<file path="src/rtl/player_ctrl_pkg.sv">
// Shared definitions for the player controller slice.
//   state_t     : game FSM encoding (IDLE=0, PLAY=1, FLIGHT=2, OVER=3)
//   SEL_*       : bit positions inside the 5-bit select bus from controls
//   *_W, *_MAX  : field widths and saturation limits of the game counters
package player_ctrl_pkg;

  typedef enum logic [1:0] {
    ST_IDLE   = 2'd0,
    ST_PLAY   = 2'd1,
    ST_FLIGHT = 2'd2,
    ST_OVER   = 2'd3
  } state_t;

  localparam int SEL_MOVE       = 4;
  localparam int SEL_AIM        = 3;
  localparam int SEL_NEW_REQ    = 2;
  localparam int SEL_NEW_COMMIT = 1;

  localparam int AIM_W    = 3;
  localparam int SHOT_Y_W = 4;
  localparam int CNT_W    = 4;

  localparam logic [CNT_W-1:0] SCORE_MAX = 4'd15;

endpackage

</file>
<file path="src/rtl/edge_rise.sv">
// Registered rising-edge detector.
//   clk   : system clock
//   rst_n : asynchronous active-low reset
//   d     : level input
//   rise  : high for the one cycle in which d is seen high after being seen
//           low on the previous clock edge
// The detector arms itself on the first clock after reset, so a level that
// is already high when reset is released is not taken as an edge; it must
// fall and rise again.
module edge_rise (
  input  logic clk,
  input  logic rst_n,
  input  logic d,
  output logic rise
);

  logic d_q;
  logic armed;

  // NOTE: sequential state is written with non-blocking assignments only, so
  // every flop samples the pre-edge value of every other flop.
  always_ff @(posedge clk or negedge rst_n) begin
    if (!rst_n) begin
      d_q   <= 1'b0;
      armed <= 1'b0;
    end else begin
      d_q   <= d;
      armed <= 1'b1;
    end
  end

  assign rise = armed & d & ~d_q;

endmodule

</file>
<file path="src/rtl/player_ctrl.sv">
// Player game-state controller: consumes command pulses from the controls
// front end and keeps position, aim, projectile flight, score and shot count.
//   clk, reset      : clock, asynchronous active-low reset
//   left_x/right_x  : move pulses (honoured in PLAY/FLIGHT with select[4])
//   left_aim/right_aim : aim pulses (honoured in PLAY with select[3])
//   shoot_out       : fire pulse (PLAY only, needs shots_left > 0)
//   select[4:0]     : command class; rising edge of select[1] starts a game
//   frame_tick      : advances the projectile
//   hit             : projectile struck the target (FLIGHT only)
//   player_x, aim   : current position / aim
//   shot_*          : flight state latched at fire, shot_y = progress
//   fire            : one-cycle launch pulse
//   score, shots_left, game_over, state : game bookkeeping
// Every output is a flop; inputs only reach outputs through a clock edge.
module player_ctrl
  import player_ctrl_pkg::*;
#(
  parameter int X_W      = 5,
  parameter int X_MIN    = 0,
  parameter int X_MAX    = 31,
  parameter int X_INIT   = 15,
  parameter int AIM_MAX  = 7,
  parameter int AIM_INIT = 4,
  parameter int SHOT_LEN = 12,
  parameter int SHOTS    = 5
) (
  input  logic             clk,
  input  logic             reset,
  input  logic             left_x,
  input  logic             right_x,
  input  logic             left_aim,
  input  logic             right_aim,
  input  logic             shoot_out,
  input  logic [4:0]       select,
  input  logic             frame_tick,
  input  logic             hit,
  output logic [X_W-1:0]   player_x,
  output logic [AIM_W-1:0] aim,
  output logic             shot_active,
  output logic [X_W-1:0]   shot_x,
  output logic [AIM_W-1:0] shot_aim,
  output logic [SHOT_Y_W-1:0] shot_y,
  output logic             fire,
  output logic [CNT_W-1:0] score,
  output logic [CNT_W-1:0] shots_left,
  output logic             game_over,
  output logic [1:0]       state
);

  state_t state_q, state_d;

  logic [X_W-1:0]      x_d, shot_x_d;
  logic [AIM_W-1:0]    aim_d, shot_aim_d;
  logic [SHOT_Y_W-1:0] shot_y_d;
  logic [CNT_W-1:0]    score_d, shots_left_d;
  logic                active_d, fire_d;

  logic commit;
  logic can_move;
  logic last_tick;

  // select[2] is informational and select[0] is unassigned.
  logic unused_sel;
  assign unused_sel = select[SEL_NEW_REQ] ^ select[0];

  edge_rise u_commit (
    .clk   (clk),
    .rst_n (reset),
    .d     (select[SEL_NEW_COMMIT]),
    .rise  (commit)
  );

  assign can_move  = ((state_q == ST_PLAY) || (state_q == ST_FLIGHT)) && select[SEL_MOVE];
  assign last_tick = frame_tick && (shot_y == SHOT_Y_W'(SHOT_LEN - 1));

  // NOTE: every variable written here gets its hold value first, so no path
  // through the branches leaves one unassigned and no latch is inferred.
  always_comb begin
    state_d      = state_q;
    x_d          = player_x;
    aim_d        = aim;
    shot_x_d     = shot_x;
    shot_aim_d   = shot_aim;
    shot_y_d     = shot_y;
    active_d     = shot_active;
    score_d      = score;
    shots_left_d = shots_left;
    fire_d       = 1'b0;

    if (commit) begin
      // A new game overrides anything else that happens this cycle.
      state_d      = ST_PLAY;
      x_d          = X_W'(X_INIT);
      aim_d        = AIM_W'(AIM_INIT);
      shot_x_d     = '0;
      shot_aim_d   = '0;
      shot_y_d     = '0;
      active_d     = 1'b0;
      score_d      = '0;
      shots_left_d = CNT_W'(SHOTS);
    end else begin
      if (can_move) begin
        if (left_x && !right_x && (player_x != X_W'(X_MIN)))
          x_d = player_x - 1'b1;
        else if (right_x && !left_x && (player_x != X_W'(X_MAX)))
          x_d = player_x + 1'b1;
      end

      case (state_q)
        ST_PLAY: begin
          if (select[SEL_AIM]) begin
            if (left_aim && !right_aim && (aim != '0))
              aim_d = aim - 1'b1;
            else if (right_aim && !left_aim && (aim != AIM_W'(AIM_MAX)))
              aim_d = aim + 1'b1;
          end
          if (shoot_out && (shots_left != '0)) begin
            fire_d       = 1'b1;
            state_d      = ST_FLIGHT;
            shot_x_d     = player_x;
            shot_aim_d   = aim;
            shot_y_d     = '0;
            active_d     = 1'b1;
            shots_left_d = shots_left - 1'b1;
          end
        end
        ST_FLIGHT: begin
          // shot_y stops at its last value; the final tick ends the flight.
          if (frame_tick && !last_tick)
            shot_y_d = shot_y + 1'b1;
          if (hit || last_tick) begin
            active_d = 1'b0;
            state_d  = (shots_left != '0) ? ST_PLAY : ST_OVER;
            if (hit && (score != SCORE_MAX))
              score_d = score + 1'b1;
          end
        end
        default: ;  // IDLE and OVER wait for the new-game commit
      endcase
    end
  end

  always_ff @(posedge clk or negedge reset) begin
    if (!reset) begin
      state_q     <= ST_IDLE;
      player_x    <= X_W'(X_INIT);
      aim         <= AIM_W'(AIM_INIT);
      shot_x      <= '0;
      shot_aim    <= '0;
      shot_y      <= '0;
      shot_active <= 1'b0;
      fire        <= 1'b0;
      score       <= '0;
      shots_left  <= CNT_W'(SHOTS);
      game_over   <= 1'b0;
    end else begin
      state_q     <= state_d;
      player_x    <= x_d;
      aim         <= aim_d;
      shot_x      <= shot_x_d;
      shot_aim    <= shot_aim_d;
      shot_y      <= shot_y_d;
      shot_active <= active_d;
      fire        <= fire_d;
      score       <= score_d;
      shots_left  <= shots_left_d;
      game_over   <= (state_d == ST_OVER);
    end
  end

  assign state = state_q;

endmodule

</file>
<file path="config.mk">
export PLATFORM = sky130hd
export DESIGN_NAME = player_ctrl
export DESIGN_NICKNAME = d
export VERILOG_FILES = /design/src/rtl/player_ctrl_pkg.sv /design/src/rtl/edge_rise.sv /design/src/rtl/player_ctrl.sv
export SDC_FILE = /design/constraint.sdc
export NUM_CORES = 1
export LEC_CHECK = 0
export ABC_AREA = 1
export BUFFER_PORTS_ARGS = -buffer_cell sky130_fd_sc_hd__buf_2
export CAP_MARGIN = 20
export CORE_ASPECT_RATIO = 1.75
export CORE_MARGIN = 5
export CORE_UTILIZATION = 30
export DETAILED_ROUTE_END_ITERATION = 10
export HOLD_SLACK_MARGIN = 0.08
export SLEW_MARGIN = 30
export SYNTH_ARGS = -nofsm -noshare
export SYNTH_HDL_FRONTEND = slang
export SYNTH_SLANG_ARGS = --single-unit
</file>
<file path="constraint.sdc">
create_clock -name clk -period 1.7 [get_ports clk]
set_input_delay 0.34 -clock clk [delete_from_list [all_inputs] [get_ports clk]]
set_output_delay 0.34 -clock clk [all_outputs]
set_load 0.02 [all_outputs]
</file>
## Word level (Yosys, flattened, before mapping)

Cells that the tools add are included.

- Input port bits: 14
- Flip-flop bits (word level): 35

- Bitwise logic cells: 3
- Muxes and demuxes: 38
- Equal/unequal tests: 10
- Add/subtract/negate cells: 7
- Reductions and logical operators: 39

Operator list:

| cell | count |
|---|---|
| 2-to-1 mux 4 bit | 10 |
| 2-to-1 mux 5 bit | 7 |
| 2-to-1 mux 3 bit | 8 |
| nonzero test 2 bit | 7 |
| logical AND 1 bit | 13 |
| AND reduction 3 bit | 4 |
| nonzero test 3 bit | 4 |
| != test 3 x 2 -> 1 bit (second input constant) | 3 |
| adder 4 x 1 -> 4 bit (second input constant) | 2 |
| 2-to-1 mux 2 bit | 4 |
| one-hot mux 4 bit (2 select lines) | 1 |
| 2-to-1 mux 1 bit | 6 |
| adder 5 x 1 -> 5 bit (second input constant) | 1 |
| logical NOT 1 bit | 5 |
| != test 5 bit (second input constant) | 1 |
| nonzero test 5 bit | 1 |
| subtractor 5 x 1 -> 5 bit (second input constant) | 1 |
| equality test 2 bit (second input constant) | 2 |
| equality test 4 bit (second input constant) | 1 |
| != test 4 bit (second input constant) | 1 |
| one-hot mux 2 bit (2 select lines) | 1 |
| AND reduction 2 bit | 2 |
| nonzero test 4 bit | 1 |
| subtractor 4 x 1 -> 4 bit (second input constant) | 1 |
| 8 further kinds | 10 |

## Logic depth before layout (Yosys ltp)

- Depth in word-level cells: 8
- Mapped depth: 11

## By module

Synthesis repeated with hierarchy kept, for this count alone.

- Cells, all modules: 243
- Area total of the unflattened synthesis: 1,986.9 um2

Modules (own cells, without submodules):

| module | area each (um2) | cells an instance | instances |
|---|---|---|---|
| player_ctrl | 1,923.1 | 238 | 1 |
| edge_rise | 63.8 | 5 | 1 |

## Least setup slack after synthesis

No wires, ideal clock.

- Kind: reg-to-reg
- Start: register player_x[0]
- End: register player_x[3]
- Data arrival time: 1.699 ns
- Period minus slack after synthesis: 1.775 ns
- Path buffers: 0
- Path slack: -0.075 ns
- Library setup time: 0.076 ns
- Cell stages (with the launch flop): 11
- Cells stage by stage: dfstp_2 > nor2_1 > nand3_1 > nand2_1 > inv_1 > ha_1 > a21oi_1 > nand2_1 > xor2_1 > nor2_1 > nor2_1

- Word-level cells in the longest chain between the ends: 5

RTL lines:

| element | line | source |
|---|---|---|
| start: declaration | player_ctrl.sv:37 | `output logic [X_W-1:0] player_x,` |
| start signal: assignment | player_ctrl.sv:146 | `player_x <= X_W'(X_INIT);` |
| adder 5 x 1 -> 5 bit / nonzero test 5 bit (equally long branches) | player_ctrl.sv:106, player_ctrl.sv:103 |  |
| 2-to-1 mux 5 bit / logical AND 1 bit (equally long branches) | player_ctrl.sv:105, player_ctrl.sv:103 |  |
| 2-to-1 mux 5 bit | player_ctrl.sv:103 | `if (left_x && !right_x && (player_x != X_W'(X_MIN)))` |
| 2-to-1 mux 5 bit | player_ctrl.sv:102 | `if (can_move) begin` |
| 2-to-1 mux 5 bit | player_ctrl.sv:90 | `if (commit) begin` |

Several ways; a longest one is shown, not always the timed one. The select of a mux whose other input is x is not followed.
A chain may end at the register's enable or synchronous reset.

## Final worst setup path

- Start: register player_x[2]
- End: register player_x[2]

Same word-level chain as after synthesis.

==> results.json <==
{
  "clkTransAtPathRegs_ns": 0.05,
  "setup_viol": 0,
  "async_reset_ff_share_pct": 100.0,
  "rsz0062_at_grt": "yes",
  "reg2reg_slack_ns": 0.1,
  "synth-xor-area-share_pct": 3.107,
  "fmaxAchievable_mhz": 623.9,
  "core_area_mm2": 0.006490,
  "cts_num_sinks": 35,
  "worstHoldPathType": "input port to async pin",
  "finalHoldViolations": 0,
  "synth_edf_count": 0,
  "grt_pass1_wl_mm": 8.128,
  "cts_buffers": 5,
  "grt_max_degree": 36,
  "route.detailed.drc": 0,
  "grt-ovfl-total": 0,
  "synth_flop_cell": "dfrtp_1",
  "critPathKind": "flip-flop to flip-flop",
  "drv_slew": 0,
  "yosys_warnings": 0,
  "viasPerCell": 4.634,
  "die_area_mm2": 0.008363,
  "clock-root-buffer": "clkbuf_16",
  "layout_min_cycle_time_ns": 1.603,
  "powerDensity_mw_per_mm2": 1743,
  "cts.hold.buffers_added": 0,
  "fill_cells": 671,
  "postLayoutCoreUtil_pct": 39.31,
  "ff2ff_path_depth": 9,
  "antenna_found_initial": 0,
  "cp_slowest_stage_delay_ns": 0.37,
  "worst_path_most_repeated_cell": "nor2_1",
  "cp.depth": 9,
  "crit_chain": "nor2_2, nand3_1, nand2_2, inv_4, fa_2, buf_4, xor2_1, nor2_1, nor2_1",
  "placement_rows": 39,
  "port_buffers": 44,
  "synth_top_family_by_area": "simple AND/OR/NAND/NOR gates",
  "power.leakage_nw": 1.319,
  "avgSynthCellArea_um2": 8.361,
  "wl_per_cell_um": 12.55,
  "dr.pass1.iters": 4,
  "ioPinCount": 47,
  "track_usage_pct": 12.45,
  "dp_hpwl_mm": 3.684,
  "synth-seq-cells": 35,
  "tns_ns": 0,
  "crit_path_end_kind": "flip-flop",
  "cts-htree-levels": 2,
  "outcome": "completed",
  "cp.arrival_ns": 1.81,
  "die_h_um": 117.3,
  "crit_family": "simple AND/OR/NAND/NOR gates",
  "vdd_drop_max_uv": 801.8,
  "synthesis.area_mm2": 0.001973,
  "cts_tree": "yes",
  "fin_nets": 318,
  "synth_mux_area_share_pct": 0,
  "r2r-end": "player_x[2]",
  "seqCellArea_um2": 884.6,
  "antenna_cells": 0,
  "drive_gt1_share_pct": 31.53,
  "globalplace.congestion": 0.7903,
  "clock_skew_ns": 0.002142,
  "period_share_pct": 94.29,
  "routed_wl_mm": 4.731,
  "synth_fa_ha_area_share_pct": 7.102,
  "synth_area_leader_cell": "dfrtp_1",
  "cp_max_fo": 4,
  "drtIter0Drc": 63,
  "synth_nets": 260,
  "synth_area_leaders": "dfrtp_1 (36%), nand2_1 (10%), dfstp_2 (9.3%)",
  "yosysTopAreaCellShare_pct": 35.51,
  "synth.yosys.seq_area_share_pct": 44.83,
  "grt_pass1_vias": 1782,
  "crit_required_ns": 1.91,
  "die_width_um": 71.31,
  "start_util_pct": 30.40,
  "antenna_left": 0,
  "synth.distinct_cells": 30,
  "clk_path_buf_depth": 2,
  "maxCapViolCount": 0,
  "r2r_start": "player_x[2]",
  "synth_compound_area_share_pct": 9.448,
  "insertion_delay_ns": 0.28,
  "synthToLayoutAreaGrowth_pct": 29.30,
  "synth_simple_gate_area_share_pct": 28.85,
  "slowest_stage": "dfstp_2",
  "start_kind": "flip-flop",
  "synth_cells": 236,
  "crit_buf_inv": 2,
  "num_vias": 1747,
  "multi_input_area_mm2": 0.001021
}
==> routing by layer <==
metal / track usage, % / up-vias / wire (µm)
met5: 0 / - / 0
met4: 5.270 / 0 / 90
met3: 3.419 / 9 / 237
met2: 23.89 / 32 / 2640
met1: 12.27 / 821 / 1762
li1: - / 885 / -
==> power breakdown <==
group | switching (mW) | internal, mW | total (mW)
registers | 0.226 | 1.17 | 1.39
clock network | 0.334 | 0.541 | 0.875
logic | 1.36 | 0.823 | 2.18
total | 1.92 | 2.53 | 4.45
==> placed cells by master (no fill, tap or decap), types with 3 or more instances in the layout <==
| cell | Yosys | layout |
|---|---|---|
| nand2_1 | 53 | 52 |
| buf_2 | 1 | 44 |
| nand3_1 | 30 | 29 |
| dfrtp_1 | 28 | 28 |
| inv_1 | 26 | 25 |
| nor2_1 | 22 | 21 |
| o21ai_0 | 15 | 15 |
| buf_4 | 0 | 8 |
| dfstp_2 | 7 | 7 |
| a21oi_1 | 8 | 6 |
| xor2_1 | 6 | 6 |
| nand4_1 | 5 | 5 |
| inv_2 | 5 | 5 |
| clkbuf_16 | 0 | 5 |
| nand2_2 | 2 | 3 |
| ha_1 | 8 | 3 |
| ha_2 | 0 | 3 |
==> state kept, by name, indices dropped and copies added (netlist names) <==
signal          cells
player_x            5
aim                 3
state               2
game_over           1
shot_aim            3
score               4
fire                1
u_commit.d_q        1
shot_active         1
shot_x              5
u_commit.armed      1
shot_y              4
shots_left          4
==> kinds of logic (layout without fill, tap and decap cells) <==
group           after synthesis  count (layout)
flops                        35              35
compound gates               32              32
fa+ha+maj                    10              10
xor+xnor                      7               7
buf+inv                      33              92
other cells                   1               1
simple gates                118             118
==> how the worst max path moves through the flow <==
stage                           start          end  slack [ns]
after floorplan           player_x[2]  player_x[3]       -0.03
after global placement    player_x[2]  player_x[4]      -0.005
after detailed placement  player_x[2]  player_x[4]       -0.01
after CTS                 player_x[2]  player_x[4]        0.02
after global routing      player_x[2]  player_x[2]       -0.03
final                     player_x[2]  player_x[2]         0.1
==> synth_stat cells (2+ instances only) <==
cell type / number
nand2_1: 53
nand3_1: 30
dfrtp_1: 28
inv_1: 26
nor2_1: 22
o21ai_0: 15
a21oi_1: 8
ha_1: 8
dfstp_2: 7
xor2_1: 6
inv_2: 5
nand4_1: 5
fa_1: 2
nand2_2: 2
nand3_4: 2
o21bai_1: 2
o22ai_1: 2
==> repair_timing <==
action                     in CTS  in global routing
setup buffers                   0                  0
gates resized for setup         1                  9
hold endpoints to repair        0                  0
pin swaps                       0                  8
setup endpoints to repair       2                  4
==> area by class of cell <==
cell class	instances	share of cell area [%]
Multi-Input combinational cell	168	40.02
Sequential cell	35	34.67
Timing Repair Buffer	52	10.99
Tap cell	82	4.022
Clock inverter	1	0.1962
Clock buffer	7	5.199
Inverter	32	4.904
==> stage by stage <==
| stage | cells | area (µm²) | worst slack [ns] | hold slack, ns | total power, mW |
|---|---|---|---|---|---|
| finish | 377 | 2551 | 0.09712 | 0.09662 | 4.446 |
| CTS | 377 | 2520 | 0.02149 | 0.1147 | 4.467 |
| floorplan | 236 | 2002 | -0.02719 | 0.04441 | 2.852 |
| global route | 377 | 2551 | -0.02580 | 0.1472 | 4.819 |
| global placement | 369 | 2380 | -0.005414 | 0.4068 | 3.526 |
| detailed placement | 369 | 2380 | -0.01074 | 0.4114 | 3.564 |
==> worst reg2reg max path, stage by stage (launching register included) <==
cell and delay, ns:
dfstp_2 0.37, nor2_2 0.13, nand3_1 0.10, nand2_2 0.10, inv_4 0.06, fa_2 0.35
buf_4 0.14, xor2_1 0.13, nor2_1 0.10, nor2_1 0.05
No activity file was read; power rests on OpenSTA's default activity.
